File: src/rtl/raster_scan_gen.sv
`default_nettype none
// ============================================================================
// Module   : raster_scan_gen
// Purpose  : Strided 2-D raster (row, col) generator on a valid/ready stream,
//            with optional incremental linear address (RASTER_SCAN_GEN_LINEAR_EN).
// Revision : 1.0
// ============================================================================
module raster_scan_gen #(
   parameter int W  = 5,
   parameter int AW = 10
) (
   input  logic          clk,
   input  logic          rst_n,
   input  logic          start,
   input  logic          abort,
   input  logic [W-1:0]  cfg_last_col,
   input  logic [W-1:0]  cfg_last_row,
   input  logic [W-1:0]  cfg_step,
   input  logic [AW-1:0] cfg_pitch,
   output logic          out_valid,
   input  logic          out_ready,
   output logic [W-1:0]  out_row,
   output logic [W-1:0]  out_col,
   output logic [AW-1:0] out_addr,
   output logic          out_first,
   output logic          out_eol,
   output logic          out_last,
   output logic          busy,
   output logic          done
);

   typedef enum logic [0:0] {
      S_IDLE = 1'b0,
      S_RUN  = 1'b1
   } state_t;

   localparam logic [W-1:0] C_ONE = {{(W-1){1'b0}}, 1'b1};

   state_t        state_q, state_d;
   logic [W-1:0]  last_col_q, last_col_d;
   logic [W-1:0]  last_row_q, last_row_d;
   logic [W-1:0]  step_q, step_d;
   logic [W-1:0]  row_q, row_d;
   logic [W-1:0]  col_q, col_d;
   logic          valid_q, valid_d;
   logic          done_q, done_d;

   logic [W-1:0]  step_eff;
   logic [W:0]    col_sum;
   logic [W:0]    row_sum;
   logic          eol_w;
   logic          last_w;
   logic          accept_w;

   // Zero stride is promoted to one once, at latch time, so the datapath never sees it.
   assign step_eff = (cfg_step == '0) ? C_ONE : cfg_step;

   assign col_sum  = {1'b0, col_q} + {1'b0, step_q};
   assign row_sum  = {1'b0, row_q} + {1'b0, step_q};
   assign eol_w    = (col_sum > {1'b0, last_col_q});
   assign last_w   = eol_w && (row_sum > {1'b0, last_row_q});
   assign accept_w = valid_q && out_ready;

`ifdef RASTER_SCAN_GEN_LINEAR_EN
   logic [AW-1:0] pitch_q, pitch_d;
   logic [AW-1:0] base_q, base_d;
`else
   logic unused_pitch;
   assign unused_pitch = ^cfg_pitch;
`endif

   always_comb begin
      state_d    = state_q;
      last_col_d = last_col_q;
      last_row_d = last_row_q;
      step_d     = step_q;
      row_d      = row_q;
      col_d      = col_q;
      valid_d    = valid_q;
      done_d     = 1'b0;
`ifdef RASTER_SCAN_GEN_LINEAR_EN
      pitch_d    = pitch_q;
      base_d     = base_q;
`endif
      case (state_q)
         S_IDLE: begin
            if (start && !abort) begin
               state_d    = S_RUN;
               last_col_d = cfg_last_col;
               last_row_d = cfg_last_row;
               step_d     = step_eff;
               row_d      = '0;
               col_d      = '0;
               valid_d    = 1'b1;
`ifdef RASTER_SCAN_GEN_LINEAR_EN
               pitch_d    = cfg_pitch;
               base_d     = '0;
`endif
            end
         end
         S_RUN: begin
            if (abort) begin
               state_d = S_IDLE;
               valid_d = 1'b0;
               row_d   = '0;
               col_d   = '0;
`ifdef RASTER_SCAN_GEN_LINEAR_EN
               base_d  = '0;
`endif
            end else if (accept_w) begin
               if (last_w) begin
                  state_d = S_IDLE;
                  valid_d = 1'b0;
                  done_d  = 1'b1;
                  row_d   = '0;
                  col_d   = '0;
`ifdef RASTER_SCAN_GEN_LINEAR_EN
                  base_d  = '0;
`endif
               end else if (eol_w) begin
                  col_d  = '0;
                  row_d  = row_sum[W-1:0];
`ifdef RASTER_SCAN_GEN_LINEAR_EN
                  base_d = base_q + pitch_q;
`endif
               end else begin
                  col_d = col_sum[W-1:0];
               end
            end
         end
         default: begin
            state_d = S_IDLE;
            valid_d = 1'b0;
         end
      endcase
   end

   always_ff @(posedge clk or negedge rst_n) begin
      if (!rst_n) begin
         state_q    <= S_IDLE;
         last_col_q <= '0;
         last_row_q <= '0;
         step_q     <= C_ONE;
         row_q      <= '0;
         col_q      <= '0;
         valid_q    <= 1'b0;
         done_q     <= 1'b0;
`ifdef RASTER_SCAN_GEN_LINEAR_EN
         pitch_q    <= '0;
         base_q     <= '0;
`endif
      end else begin
         state_q    <= state_d;
         last_col_q <= last_col_d;
         last_row_q <= last_row_d;
         step_q     <= step_d;
         row_q      <= row_d;
         col_q      <= col_d;
         valid_q    <= valid_d;
         done_q     <= done_d;
`ifdef RASTER_SCAN_GEN_LINEAR_EN
         pitch_q    <= pitch_d;
         base_q     <= base_d;
`endif
      end
   end

   assign out_valid = valid_q;
   assign busy      = (state_q == S_RUN);
   assign done      = done_q;
   assign out_row   = row_q;
   assign out_col   = col_q;
   // Flags are derived from stale config when idle, so qualify them with valid.
   assign out_first = valid_q && (row_q == '0) && (col_q == '0);
   assign out_eol   = valid_q && eol_w;
   assign out_last  = valid_q && last_w;

`ifdef RASTER_SCAN_GEN_LINEAR_EN
   assign out_addr = base_q + AW'(col_q);
`else
   assign out_addr = '0;
`endif

endmodule
`default_nettype wire
File: config.mk
export PLATFORM = sky130hd
export DESIGN_NAME = raster_scan_gen
export DESIGN_NICKNAME = d
export VERILOG_FILES = /design/src/rtl/raster_scan_gen.sv
export SDC_FILE = /design/constraint.sdc
export NUM_CORES = 1
export LEC_CHECK = 0
export CORE_MARGIN = 5
export CORE_UTILIZATION = 49
export CTS_BUF_LIST = sky130_fd_sc_hd__clkbuf_4
export CTS_CLUSTER_DIAMETER = 80
export CTS_CLUSTER_SIZE = 30
export DETAILED_ROUTE_END_ITERATION = 16
export HOLD_SLACK_MARGIN = 0.1
export PLACE_DENSITY = 0.89
export SYNTH_ARGS = -nofsm -noshare
export SYNTH_HDL_FRONTEND = slang
export SYNTH_SLANG_ARGS = --single-unit
File: constraint.sdc
create_clock -name clk -period 3.3 [get_ports clk]
set_input_delay 0.66 -clock clk [delete_from_list [all_inputs] [get_ports clk]]
set_output_delay 0.66 -clock clk [all_outputs]
set_load 0.1 [all_outputs]
==> results_dict.tcl, run 1 <==
set metrics [dict create \
    finalSetupViolations 2 \
    core_area_um2 3690 \
    netlist_instances 178 \
    wirelength_um 5300 \
    nets 299 \
    path_clk_slew_ns 0.16 \
    failed_checks "setup timing" \
    ant_nets 0 \
    cts_hold_buf 0 \
    slowest_stage "dfstp_2" \
    instances_no_fill 293 \
    end_kind "primary output" \
    synth_edf_count 0 \
    skew_ns 0.00274 \
    min_path_type "reg2reg" \
    relSlewSlack 0.469 \
    rows 22 \
    grt_pass1_vias 1681 \
    status "complete, but fails checks" \
    synth_top_cell_area_share 0.362 \
    setup.worst_path.class "reg2out" \
    synth_flop_cell "dfrtp_1" \
    synth.avg_cell_area_um2 10.5 \
    drt_first_pass_iters 4 \
    finalHoldViolations 0 \
    ys_top_cells_by_area "dfrtp_1 36%, ha_1 14%, buf_4 4.0%" \
    slowest_delay_ns 0.64 \
    period_needed_ns 3.78 \
    critPathTopFamily "compound AO/OA/AOI/OAI gates" \
    grt_overflow 0 \
    post-synth-top-count-cell "dfrtp_1" \
    synth_warnings 0 \
    fillerInstances 272 \
    setup_slack_ns -0.483 \
    grt_max_degree 28 \
    clk_path_buf_depth 2 \
    die-width_um 71.7 \
    netlist_top_cells_count "27 x dfrtp_1, 21 x ha_1, 12 x inv_1" \
    slew_violations 0 \
    cp-start-kind "register" \
    multiInputGateArea_um2 1230 \
    tightest_slew_ns 0.794 \
    clock_sinks 28 \
    cp.required_ns 2.64 \
    gp_congestion 0.837 \
    seq_area_um2 721 \
    track_usage 0.200 \
    syn2layout_area_growth_pct 42.9 \
    die_height_um 71.7 \
    post-route-period-util 1.15 \
    grt_antenna_before_repair 0 \
    numPortBuffers 35 \
    start_util 0.506 \
    synth.yosys.seq_area_share 0.376 \
    die_area_um2 5140 \
    synthArstFlopShare 1.00 \
    dp.cells 278 \
    synthDistinctLibCells 43 \
    drc 0 \
    clk_latency_ns 0.34 \
    critPathMaxFanout 4 \
    rsz0062_at_grt "yes" \
    crit_buf_inv 2 \
    drt_iter0_drc 167 \
    numCtsBuffers 3 \
    diodes 0 \
    cap_violations 0 \
    cts_root_buf "clkbuf_4" \
    ys_seq_elements 28 \
    io_pins 56 \
    vias 1625 \
    synth_area_um2 1870 \
    fmax_ghz 0.264 \
    htreeDepth 1 \
    synth_largest_area_cell "dfrtp_1" \
    crit_chain "ha_2 > a21oi_4 > nor2b_4 > nor2_2 > xnor2_1 > ha_1 > buf_4 > a211oi_2 > a221o_1 > o2bb2ai_4 > nor2_4 > buf_12" \
    drive_gt1_frac 0.392 \
    wire_per_inst_um 18.1 \
    routed_via_density 5.55 \
    crit_arrival_ns 3.12 \
    cts_tree "done" \
    hpwl_um 3610 \
    grt_pass1_wl_um 8110 \
]
placed cells by master (no fill, tap or decap), types with 5 or more instances in the layout:
master	instances
a21o_1	5
clkdlybuf4s50_1	19
buf_4	45
conb_1	10
nand2_1	10
a22o_1	6
inv_1	12
dfrtp_1	20
mux2_2	6
nor2_1	7
ha_1	16
a21oi_2	6
a31o_1	5
o21ai_0	9
worst reg2reg max path: stages, from the launching register on:
cell and delay [ns]:
dfrtp_4 0.54, ha_4 0.17, fa_2 0.35, a21o_1 0.19, a21oi_2 0.17, xnor2_2 0.17
ha_4 0.26, a221o_1 0.44, buf_6 0.16, buf_4 0.12, buf_4 0.13, a211oi_4 0.30
a22o_1 0.20
registers in the layout (all words and copies together) (netlist names):
signal,flops
busy,1
done,1
last_col_q,5
last_row_q,5
out_col,5
out_row,5
out_valid,1
step_q,5
final timing paths:
kind,start,end,slack [ns],cells after the start
min in group asynchronous,rst_n,last_row_q[4],0.75,1
min reg2reg,last_col_q[0],last_col_q[0],0.55,1
max,step_q[0],out_last,-0.48,12
max reg2reg,out_col[0],out_row[4],0.05,12
max in group asynchronous,rst_n,step_q[0],1.90,2
min,last_col_q[0],last_col_q[0],0.55,1
metrics by stage:
step	utilization	setup WS, ns	TNS, ns	cell area (um2)	hold WS (ns)
after floorplan	-	-0.400	-0.764	1990	0.364
after global placement	0.668	-0.117	-0.199	2460	0.497
after detailed placement	0.668	-0.165	-0.294	2460	0.510
after CTS	0.699	-0.428	-0.854	2580	0.544
after global routing	0.723	-0.580	-1.29	2670	0.577
final	0.723	-0.483	-0.955	2670	0.553
logic make-up (layout without fill, tap and decap cells):
kind of cell / after synthesis / count (layout) / share of synthesized area
compound gates: 47 / 47 / 0.193
xor+xnor: 6 / 6 / 0.0282
fa+ha+maj: 23 / 23 / 0.162
buf+inv: 25 / 83 / 0.0711
flops: 28 / 28 / 0.376
mux: 7 / 7 / 0.0416
other cells: 1 / 10 / 0.00201
simple gates: 41 / 41 / 0.125
layer usage:
metal,part of all wire,vias up,GRT usage
li1,-,752,-
met1,0.40,795,0.243
met5,0,-,0
met3,0.053,19,0.0210
met2,0.52,59,0.368
met4,0.031,0,0.0605
final cells by class:
| type | count | area share |
|---|---|---|
| inverters | 12 | 0.0169 |
| flip-flops and latches | 28 | 0.270 |
| well taps | 48 | 0.0225 |
| repair buffers | 67 | 0.217 |
| clock buffers | 3 | 0.00845 |
| multi-input cells | 134 | 0.463 |
| clock inverters | 1 | 0.00141 |
repair_timing:
item,CTS,global route
pin swaps,11,4
resized for setup,6,10
hold endpoints to repair,0,0
gates cloned,0,0
endpoints found under the setup margin,2,3
buffers inserted,7,4
Power of run 1 is left out: the tool's default activity adds up to more than one toggle a clock period on the data nets, which glitch-free logic cannot reach.
==> inputs of run 2 (changes only) <==
HOLD_SLACK_MARGIN = unset   (was 0.1)
==> results of run 2 <==
Final layout, timing and power as in run 1 (identical DEF).
Power of run 2 is left out for the same reason.
